`src/rtl/commit_trace_pkg.sv`:
```
// Shared types for the commit trace buffer: FSM states, the stored entry layout
// and the post-trigger depth clamp.
package commit_trace_pkg;

   localparam int XLEN_D = 32;
   localparam int TSW_D  = 16;

   typedef enum logic [1:0] {
      IDLE  = 2'd0,
      ARMED = 2'd1,
      POST  = 2'd2,
      DONE  = 2'd3
   } trace_state_t;

   typedef struct packed {
      logic [XLEN_D-1:0] pc;
      logic [4:0]        rd;
      logic [XLEN_D-1:0] data;
      logic [TSW_D-1:0]  ts;
      logic              trig;
   } trace_entry_t;

   // Capping at depth-1 keeps the trigger entry inside the ring.
   function automatic int unsigned clamp_post(input int unsigned requested,
                                              input int unsigned depth);
      return (requested > depth - 1) ? depth - 1 : requested;
   endfunction

endpackage

```
`src/rtl/commit_trace_buf_trace_ring.sv`:
```
// Circular store of trace entries with oldest/write pointers, fill level and
// sticky overflow. A write into a full ring evicts the oldest entry.
module trace_ring
   import commit_trace_pkg::*;
#(
   parameter int DEPTH = 16
) (
   input  logic                       clk,
   input  logic                       reset,
   input  logic                       clear,
   input  logic                       flush,
   input  logic                       wr_en,
   input  trace_entry_t               wr_entry,
   input  logic                       rd_adv,
   output trace_entry_t               rd_entry,
   output logic [$clog2(DEPTH):0]     level,
   output logic                       overflow
);

   localparam int PW = $clog2(DEPTH);
   localparam int CW = PW + 1;
   localparam logic [CW-1:0] FULL = CW'(DEPTH);

   trace_entry_t    mem [DEPTH];
   logic [PW-1:0]   wr_ptr;
   logic [PW-1:0]   rd_ptr;

   // NOTE: state registers use <= so every flop samples pre-edge values.
   always_ff @(posedge clk or posedge reset) begin
      if (reset) begin
         wr_ptr   <= '0;
         rd_ptr   <= '0;
         level    <= '0;
         overflow <= 1'b0;
      end else if (clear) begin
         wr_ptr   <= '0;
         rd_ptr   <= '0;
         level    <= '0;
         overflow <= 1'b0;
      end else if (flush) begin
         wr_ptr   <= '0;
         rd_ptr   <= '0;
         level    <= '0;
      end else if (wr_en) begin
         wr_ptr <= wr_ptr + 1'b1;
         if (level == FULL) begin
            rd_ptr   <= rd_ptr + 1'b1;
            overflow <= 1'b1;
         end else begin
            level <= level + 1'b1;
         end
      end else if (rd_adv && level != '0) begin
         rd_ptr <= rd_ptr + 1'b1;
         level  <= level - 1'b1;
      end
   end

   // NOTE: the storage array has no reset; an entry is only observable once written.
   always_ff @(posedge clk) begin
      if (wr_en) mem[wr_ptr] <= wr_entry;
   end

   assign rd_entry = mem[rd_ptr];

endmodule

```
`src/rtl/commit_trace_buf.sv`:
```
// Commit trace capture: watches the writeback stream, freezes a ring of recent
// commits around a trigger, then drains it oldest-first over valid/ready.
module commit_trace_buf
   import commit_trace_pkg::*;
#(
   parameter int XLEN      = 32,
   parameter int DEPTH     = 16,
   parameter int TSW       = 16,
   parameter bit FILTER_X0 = 1'b1
) (
   input  logic                    clk,
   input  logic                    reset,
   input  logic                    commit_valid,
   input  logic [XLEN-1:0]         commit_pc,
   input  logic [4:0]              commit_rd,
   input  logic [XLEN-1:0]         commit_data,
   input  logic                    arm,
   input  logic                    abort,
   input  logic                    trig_rd_en,
   input  logic [4:0]              trig_rd,
   input  logic                    trig_pc_en,
   input  logic [XLEN-1:0]         trig_pc,
   input  logic [$clog2(DEPTH):0]  post_count,
   output logic                    rd_valid,
   input  logic                    rd_ready,
   output logic [XLEN-1:0]         rd_pc,
   output logic [4:0]              rd_rd,
   output logic [XLEN-1:0]         rd_data,
   output logic [TSW-1:0]          rd_ts,
   output logic                    rd_trig,
   output logic [1:0]              state_o,
   output logic [$clog2(DEPTH):0]  level,
   output logic                    overflow
);

   localparam int CW = $clog2(DEPTH) + 1;

   trace_state_t   state_q, state_d;
   logic [CW-1:0]  rem_q, rem_d;
   logic [TSW-1:0] ts_q;
   logic           loggable, hit;
   logic           wr_en, wr_trig, clear, flush, rd_adv;
   logic [CW-1:0]  post_eff;
   trace_entry_t   wr_entry, head;

   assign loggable = commit_valid && !(FILTER_X0 && commit_rd == 5'd0);
   assign hit      = loggable && ((trig_rd_en && commit_rd == trig_rd) ||
                                  (trig_pc_en && commit_pc == trig_pc));
   assign post_eff = CW'(clamp_post(32'(post_count), DEPTH));
   assign rd_valid = (state_q == DONE) && (level != '0);

   always_ff @(posedge clk or posedge reset) begin
      if (reset) begin
         state_q <= IDLE;
         rem_q   <= '0;
         ts_q    <= '0;
      end else begin
         state_q <= state_d;
         rem_q   <= rem_d;
         ts_q    <= ts_q + 1'b1;
      end
   end

   // NOTE: every signal driven here gets a default first so no latch is inferred.
   always_comb begin
      state_d = state_q;
      rem_d   = rem_q;
      wr_en   = 1'b0;
      wr_trig = 1'b0;
      clear   = 1'b0;
      flush   = 1'b0;
      rd_adv  = 1'b0;
      if (abort) begin
         state_d = IDLE;
         rem_d   = '0;
         flush   = 1'b1;
      end else begin
         case (state_q)
            IDLE: begin
               if (arm) begin
                  state_d = ARMED;
                  clear   = 1'b1;
               end
            end
            ARMED: begin
               if (loggable) begin
                  wr_en = 1'b1;
                  if (hit) begin
                     wr_trig = 1'b1;
                     rem_d   = post_eff;
                     state_d = (post_eff == '0) ? DONE : POST;
                  end
               end
            end
            POST: begin
               if (loggable) begin
                  wr_en = 1'b1;
                  rem_d = rem_q - 1'b1;
                  if (rem_q == CW'(1)) state_d = DONE;
               end
            end
            DONE: begin
               if (level == '0) begin
                  state_d = IDLE;
               end else if (rd_ready) begin
                  rd_adv = 1'b1;
                  if (level == CW'(1)) state_d = IDLE;
               end
            end
            default: state_d = IDLE;
         endcase
      end
   end

   always_comb begin
      wr_entry      = '0;
      wr_entry.pc   = XLEN_D'(commit_pc);
      wr_entry.rd   = commit_rd;
      wr_entry.data = XLEN_D'(commit_data);
      wr_entry.ts   = TSW_D'(ts_q);
      wr_entry.trig = wr_trig;
   end

   trace_ring #(.DEPTH(DEPTH)) u_ring (
      .clk      (clk),
      .reset    (reset),
      .clear    (clear),
      .flush    (flush),
      .wr_en    (wr_en),
      .wr_entry (wr_entry),
      .rd_adv   (rd_adv),
      .rd_entry (head),
      .level    (level),
      .overflow (overflow)
   );

   // Readout fields are forced to zero whenever nothing is being offered.
   assign rd_pc   = rd_valid ? XLEN'(head.pc)   : '0;
   assign rd_rd   = rd_valid ? head.rd          : '0;
   assign rd_data = rd_valid ? XLEN'(head.data) : '0;
   assign rd_ts   = rd_valid ? TSW'(head.ts)    : '0;
   assign rd_trig = rd_valid && head.trig;
   assign state_o = state_q;

endmodule

```
`config.mk`:
```
export PLATFORM = sky130hd
export DESIGN_NAME = commit_trace_buf
export DESIGN_NICKNAME = d
export VERILOG_FILES = /design/src/rtl/commit_trace_pkg.sv /design/src/rtl/commit_trace_buf_trace_ring.sv /design/src/rtl/commit_trace_buf.sv
export SDC_FILE = /design/constraint.sdc
export NUM_CORES = 1
export LEC_CHECK = 0
export CAP_MARGIN = 20
export CORE_MARGIN = 5
export CORE_UTILIZATION = 50
export CTS_BUF_LIST = sky130_fd_sc_hd__clkbuf_2
export DETAILED_ROUTE_END_ITERATION = 8
export PLACE_DENSITY = 0.68
export SETUP_SLACK_MARGIN = 0.3
export SLEW_MARGIN = 20
export SYNTH_ARGS = -nofsm -noshare
export SYNTH_HDL_FRONTEND = slang
export SYNTH_SLANG_ARGS = --single-unit
```
`constraint.sdc`:
```
create_clock -name clk -period 7.05 [get_ports clk]
set_input_delay 1.0575 -clock clk [delete_from_list [all_inputs] [get_ports clk]]
set_output_delay 1.0575 -clock clk [all_outputs]
set_load 0.01 [all_outputs]
```
==> flow_metrics.env, run 1 <==
export IMPL_critPathCaptureType="output pin"
export IMPL_drv_slew=0
export IMPL_clock_latency_ns=1.50
export IMPL_grt_usage=0.214
export IMPL_antenna_found_initial=9
export IMPL_die_w_um=341
export IMPL_ys_types=50
export IMPL_finalSetupTns_ns=0
export IMPL_cts_buffers=356
export IMPL_cp_common_cell="mux4_2"
export IMPL_grt_met1_usage=0.298
export IMPL_clk_pin_slew_ns=0.10
export IMPL_syn_num_nets=2429
export IMPL_period_share=0.869
export IMPL_ys_ff_latch=1413
export IMPL_ant_nets=0
export IMPL_required_ns=5.99
export IMPL_synth_area_sq_um=54700
export IMPL_slew_headroom=0.216
export IMPL_skew_ns=0.160
export IMPL_grt_max_degree=110
export IMPL_syn_mean_instance_area_sq_um=23.8
export IMPL_powerDensity_nw_per_um2=247
export IMPL_worst_ir_drop_vdd_uv=119
export IMPL_layout_nets=2939
export IMPL_synth_top_family_by_area="multiplexers"
export IMPL_cts_root_buffer="clkbuf_2"
export IMPL_top_usage_layer="met2"
export IMPL_cts_tree="yes"
export IMPL_syn_to_final_growth_pct=12.9
export IMPL_wl_per_cell_um=27.6
export IMPL_seq_area_frac_synth=0.773
export IMPL_port_buffer_count=213
export IMPL_syn_inst=2293
export IMPL_start_util=0.503
export IMPL_drive_gt1_frac=0.344
export IMPL_crit_buf_inv=2
export IMPL_io_pins=214
export IMPL_critPathKind="register to output pin"
export IMPL_crit_family="multiplexers"
export IMPL_viasPerCell=5.87
export IMPL_dieHeight_um=341
export IMPL_worstPathArrival_ns=5.07
export IMPL_cap_viol_max_count=0
export IMPL_ys_warn_count=0
export IMPL_async_reset_ff_frac=0.0262
export IMPL_core_area_sq_um=109000
export IMPL_route_vias_total=26192
export IMPL_routabilityCongestion=0.768
export IMPL_r2r_slack_ns=3.23
export IMPL_hp_class="primary input to register"
export IMPL_fill_cells=8028
export IMPL_max_freq_ghz=0.163
export IMPL_hold_viol=0
export IMPL_cp_start_kind="register"
export IMPL_clockBufferDepth=4
export IMPL_cp_cell_sequence="buf_4 -> mux4_2 -> mux4_2 -> and2_1 -> clkdlybuf4s50_1"
export IMPL_cpMaxStageDelayCell="dfrtp_4"
export IMPL_p_leak_uw=0.0197
export IMPL_postCtsSetupBuffers=0
export IMPL_rsz0062_at_grt="no"
export IMPL_final_common_cell="edfxtp_1"
export IMPL_grtUsageMet3=0.0552
export IMPL_htreeDepth=5
export IMPL_synth_top_flop_cell="edfxtp_1"
export IMPL_drc_errors=0
export IMPL_drtIter0Drc=2437
export IMPL_critical_path_max_stage_delay_ns=1.12
export IMPL_synth_xor_area_frac=0.00913
export IMPL_num_rows=121
export IMPL_outcome="completed"
export IMPL_layout_common_cells="edfxtp_1, clkbuf_2, mux4_2"
export IMPL_synth_mux_area_frac=0.178
export IMPL_synthAdderAreaFrac=0.00389
export IMPL_synth_compound_area_frac=0.00570
export IMPL_finalCriticalPeriod_ns=6.13
export IMPL_first_pass_iters=6
export IMPL_tightest_slew_ns=1.18
export IMPL_postLayoutCoreUtil=0.568
export IMPL_synth_simple_area_share=0.0203
export IMPL_place_detailed_hpwl_um=67500
export IMPL_wirelength_um=123000
export IMPL_synth_edf_count=1376
export IMPL_grt_pass1_vias=28335
export IMPL_cp_max_fo=43
export IMPL_met2_usage=0.342
export IMPL_whs_ns=0.309
export IMPL_die_area_sq_um=116000
export IMPL_layoutNonFillerInstCount=4459
export IMPL_dpl_cell_count=3858
export IMPL_cts_sinks=1413
export IMPL_overflow=0
export IMPL_grt_pass1_wl_um=183000
export IMPL_fin_area_sq_um=61700
export IMPL_setup_viol=0
export IMPL_place_area_sq_um=58800
==> cell families after synthesis <==
group	Yosys count
flip-flops	1413
AO/OA/AOI/OAI	41
XOR/XNOR	57
adder cells (fa/ha/maj)	17
buffers and inverters	134
multiplexers	436
AND/OR/NAND/NOR	195
==> worst paths after layout <==
| kind | from | end | depth (start not counted) |
|---|---|---|---|
| max in group asynchronous | reset | ts_q[5] | 4 |
| min | arm | u_ring.overflow | 3 |
| max reg2reg | state_o[0] | u_ring.mem[9][37] | 6 |
| min in group asynchronous | reset | u_ring.overflow | 4 |
| min reg2reg | u_ring.overflow | u_ring.overflow | 1 |
| max | u_ring.rd_ptr[0] | rd_ts[13] | 5 |
==> metrics by stage <==
step / power [uW] / worst slack, ns
after floorplan: 9940 / 2.66
after global placement: 10300 / 1.93
after detailed placement: 10400 / 1.77
after CTS: 15400 / 0.604
after global routing: 16000 / 0.512
final: 15300 / 0.922
==> flip-flops by register name (all words and copies together), names as in the netlist <==
name,cells
state_o,2
u_ring.mem,1376
u_ring.rd_ptr,4
u_ring.overflow,1
ts_q,16
u_ring.wr_ptr,4
u_ring.level,5
rem_q,5
==> synthesized netlist by cell type (all sizes together), types with 11 or more instances <==
library cell	instances	area [sq um]
inv	24	90.1
edfxtp	1376	41300
buf	44	219
xnor2	39	342
xor2	18	158
a21oi	11	58.8
nand2	22	82.6
dfrtp	37	926
nand3	11	55.1
clkbuf	66	248
mux4	430	9680
nand4	15	100
nor2	24	90.1
and2	103	644
ha	17	213
==> per-layer routing <==
layer  routed length [um]  up-vias  share of wire
met4                 1930        6          0.016
met5                   34        -        0.00028
met3                 9720      171          0.079
li1                     -    10986              -
met2                60900     1163           0.49
met1                50600    13866           0.41
==> power by group <==
part	internal [uW]	switching, uW	total (uW)
clock	1990	3100	5100
sequential	9290	49.4	9340
combinational	353	466	819
total	11600	3620	15300
==> what timing repair did <==
item / CTS / global route
hold buffers: 1 / 0
endpoints found under the hold margin: 37 / 0
gates resized for setup: 0 / 0
setup endpoints to repair: 0 / 0
==> worst register-to-register path, delay by kind of cell, from the launching register on <==
| kind | cells | cell delay [ns] |
|---|---|---|
| buf+inv | 2 | 0.68 |
| simple gates | 3 | 1.77 |
| flops | 1 | 0.50 |
| fa+ha+maj | 1 | 0.45 |
==> area by class of cell <==
cell class              count  area (sq um)  area share
repair buffers            262          2720      0.0440
clock buffers             509          2550      0.0413
clock inverters            88           427     0.00691
inverters                  24          91.3     0.00148
multi-input cells         746         11900       0.193
flip-flops and latches   1413         42300       0.684
diodes                      3          7.51    0.000122
well taps                1414          1770      0.0287
Note: power is estimated with default switching activity, not from simulation.
==> run 2: changes to the inputs <==
Settings changed: CORE_UTILIZATION 50 to 45, CTS_CLUSTER_SIZE set to 40, PLACE_DENSITY 0.68 to unset, SLEW_MARGIN 20 to 25.
==> run 2 against run 1 <==
Effect of this change:
- power is 0.13% higher
- flip-flop and latch count stayed put
- final cell count is 4.8% higher
- final area is 0.38% higher
- maximum frequency is 2.0% higher
- non-clock buffer count is 16 higher
- combinational power is 3.3% higher
- register-to-register slack worse by 0.03 ns
- die area is 11% higher
- wire length is 3.2% higher
- first-iteration DRC count is 6.9% lower
- critical endpoint is now rd_pc[11]
- largest power group unchanged
- highest routed layer is now met4
==> flow_metrics.env, run 2 (synthesis gave the netlist of run 1 again) <==
export IMPL_outcome="completed"
export IMPL_critPathCaptureType="output pin"
export IMPL_drtIter0Drc=2269
export IMPL_dieHeight_um=359
export IMPL_critPathKind="register to output pin"
export IMPL_start_util=0.455
export IMPL_tightest_slew_ns=1.09
export IMPL_finalSetupTns_ns=0
export IMPL_wirelength_um=127000
export IMPL_clockBufferDepth=4
export IMPL_drive_gt1_frac=0.342
export IMPL_worstPathArrival_ns=4.95
export IMPL_cp_startpoint="u_ring.rd_ptr[0]"
export IMPL_r2r_start="state_o[0]"
export IMPL_largestRegisters="u_ring.mem: 1376 flops, ts_q: 16 flops"
export IMPL_layout_common_cells="edfxtp_1, clkbuf_2, mux4_2"
export IMPL_slew_headroom=0.271
export IMPL_cp_max_fo=92
export IMPL_drv_slew=0
export IMPL_place_detailed_hpwl_um=71700
export IMPL_cpMaxStageDelayCell="dfrtp_4"
export IMPL_cap_viol_max_count=0
export IMPL_htreeDepth=5
export IMPL_layout_nets=2962
export IMPL_io_pins=214
export IMPL_grt_usage=0.201
export IMPL_critical_path_max_stage_delay_ns=0.71
export IMPL_cp_start_kind="register"
export IMPL_num_rows=127
export IMPL_cp_cell_sequence="buf_12 -> mux4_2 -> mux4_2 -> and2_1 -> clkdlybuf4s50_1"
export IMPL_fill_cells=9562
export IMPL_die_w_um=359
export IMPL_cts_sinks=1413
export IMPL_r2r_slack_ns=3.20
export IMPL_clk_pin_slew_ns=0.09
export IMPL_viasPerCell=5.58
export IMPL_layoutNonFillerInstCount=4673
export IMPL_antenna_found_initial=7
export IMPL_cts_root_buffer="clkbuf_2"
export IMPL_rsz0062_at_grt="no"
export IMPL_dp_worst_setup_slack_ns=1.90
export IMPL_worst_r2r_cell_count=7
export IMPL_reg2reg_to="u_ring.mem[5][39]"
export IMPL_min_path_cells=5
export IMPL_worst_hold_startpoint="post_count[1]"
export IMPL_syn_to_final_growth_pct=13.3
export IMPL_powerDensity_nw_per_um2=246
export IMPL_grt_max_degree=93
export IMPL_route_vias_total=26059
export IMPL_ant_nets=0
export IMPL_required_ns=5.99
export IMPL_layout_setup_ws_ns=1.04
export IMPL_wl_per_cell_um=27.2
export IMPL_p_leak_uw=0.0197
export IMPL_finalCriticalPeriod_ns=6.01
export IMPL_regMostFlops="u_ring.mem"
export IMPL_ctsResizeCount=0
export IMPL_period_share=0.852
export IMPL_port_buffer_count=213
export IMPL_routabilityCongestion=0.781
export IMPL_cp_common_cell="mux4_2"
export IMPL_drc_errors=0
export IMPL_hold_viol=0
export IMPL_worst_ir_drop_vdd_uv=144
export IMPL_overflow=0
export IMPL_die_area_sq_um=129000
export IMPL_hp_class="primary input to register"
export IMPL_core_area_sq_um=120000
export IMPL_clock_latency_ns=1.60
export IMPL_cts_tree="yes"
export IMPL_setup_viol=0
export IMPL_dpl_cell_count=4062
export IMPL_largest_reg_flops=1376
export IMPL_max_freq_ghz=0.167
export IMPL_grt_pass1_vias=28194
export IMPL_first_pass_iters=5
export IMPL_cts_buffers=363
export IMPL_final_common_cell="edfxtp_1"
export IMPL_grt_pass1_wl_um=187000
export IMPL_hold_end="rem_q[1]"
export IMPL_skew_ns=0.0802
-- run 2: changes by cell type in the layout (fill, tap and decap cells not counted), sizes merged --
cell / change
buf: +6
clkbuf: -12
clkinvlp: -4
dlygate4sd3: +10
inv: +5
diode: +9
clkinv: +2
-- run 2: cell type report --
type,instances,area (sq um),share of cell area
Antenna cell,12,30.0,0.000484
Clock buffer,497,2490,0.0401
Clock inverter,91,418,0.00674
Inverter,24,95.1,0.00153
Multi-Input combinational cell,746,11900,0.192
Sequential cell,1413,42300,0.682
Tap cell,1612,2020,0.0325
Timing Repair Buffer,278,2750,0.0443
-- run 2: routing by layer --
metal	global-route usage	part of all wire	wire length [um]
met5	0	0	0
met4	0.0490	0.014	1840
met3	0.0623	0.081	10200
met2	0.319	0.49	62100
met1	0.276	0.42	53000
-- run 2: worst max-delay path, delay by kind of cell, from the launching register on --
kind	cells	cell delay [ns]
buffers and inverters	2	0.94
muxes	2	1.18
and+or+nand+nor	1	0.19
DFF	1	0.71
-- run 2: power breakdown --
part / switching [uW] / leakage (uW) / internal (uW) / total (uW)
registers: 43.6 / 0.0133 / 9290 / 9330
clock network: 3140 / 0.00229 / 1950 / 5100
logic: 490 / 0.00417 / 357 / 846
-- run 2: how the worst max path moves through the flow --
stage               depth (start not counted)                 to
floorplan                                   5  u_ring.mem[10][0]
detailed placement                          7  u_ring.mem[8][34]
CTS                                         5        rd_data[29]
finish                                      5          rd_pc[11]
global route                                5          rd_ts[11]
global placement                            6   u_ring.mem[4][0]
-- run 2: what timing repair did --
item / in CTS / in global routing
setup buffers: 0 / 0
hold endpoints to repair: 110 / 0
hold buffers: 11 / 0
setup endpoints to repair: 0 / 0
-- run 2: through the flow --
step	area, sq um	util	hold slack [ns]	power, uW
6_report	62000	0.515	0.328	15300
3_5_place_dp	58900	0.490	0.498	10400
5_1_grt	62000	0.515	0.110	16000
4_1_cts	61900	0.515	0.0488	15500
2_1_floorplan	54700	-	0.505	9940
3_3_place_gp	58900	0.490	0.495	10400
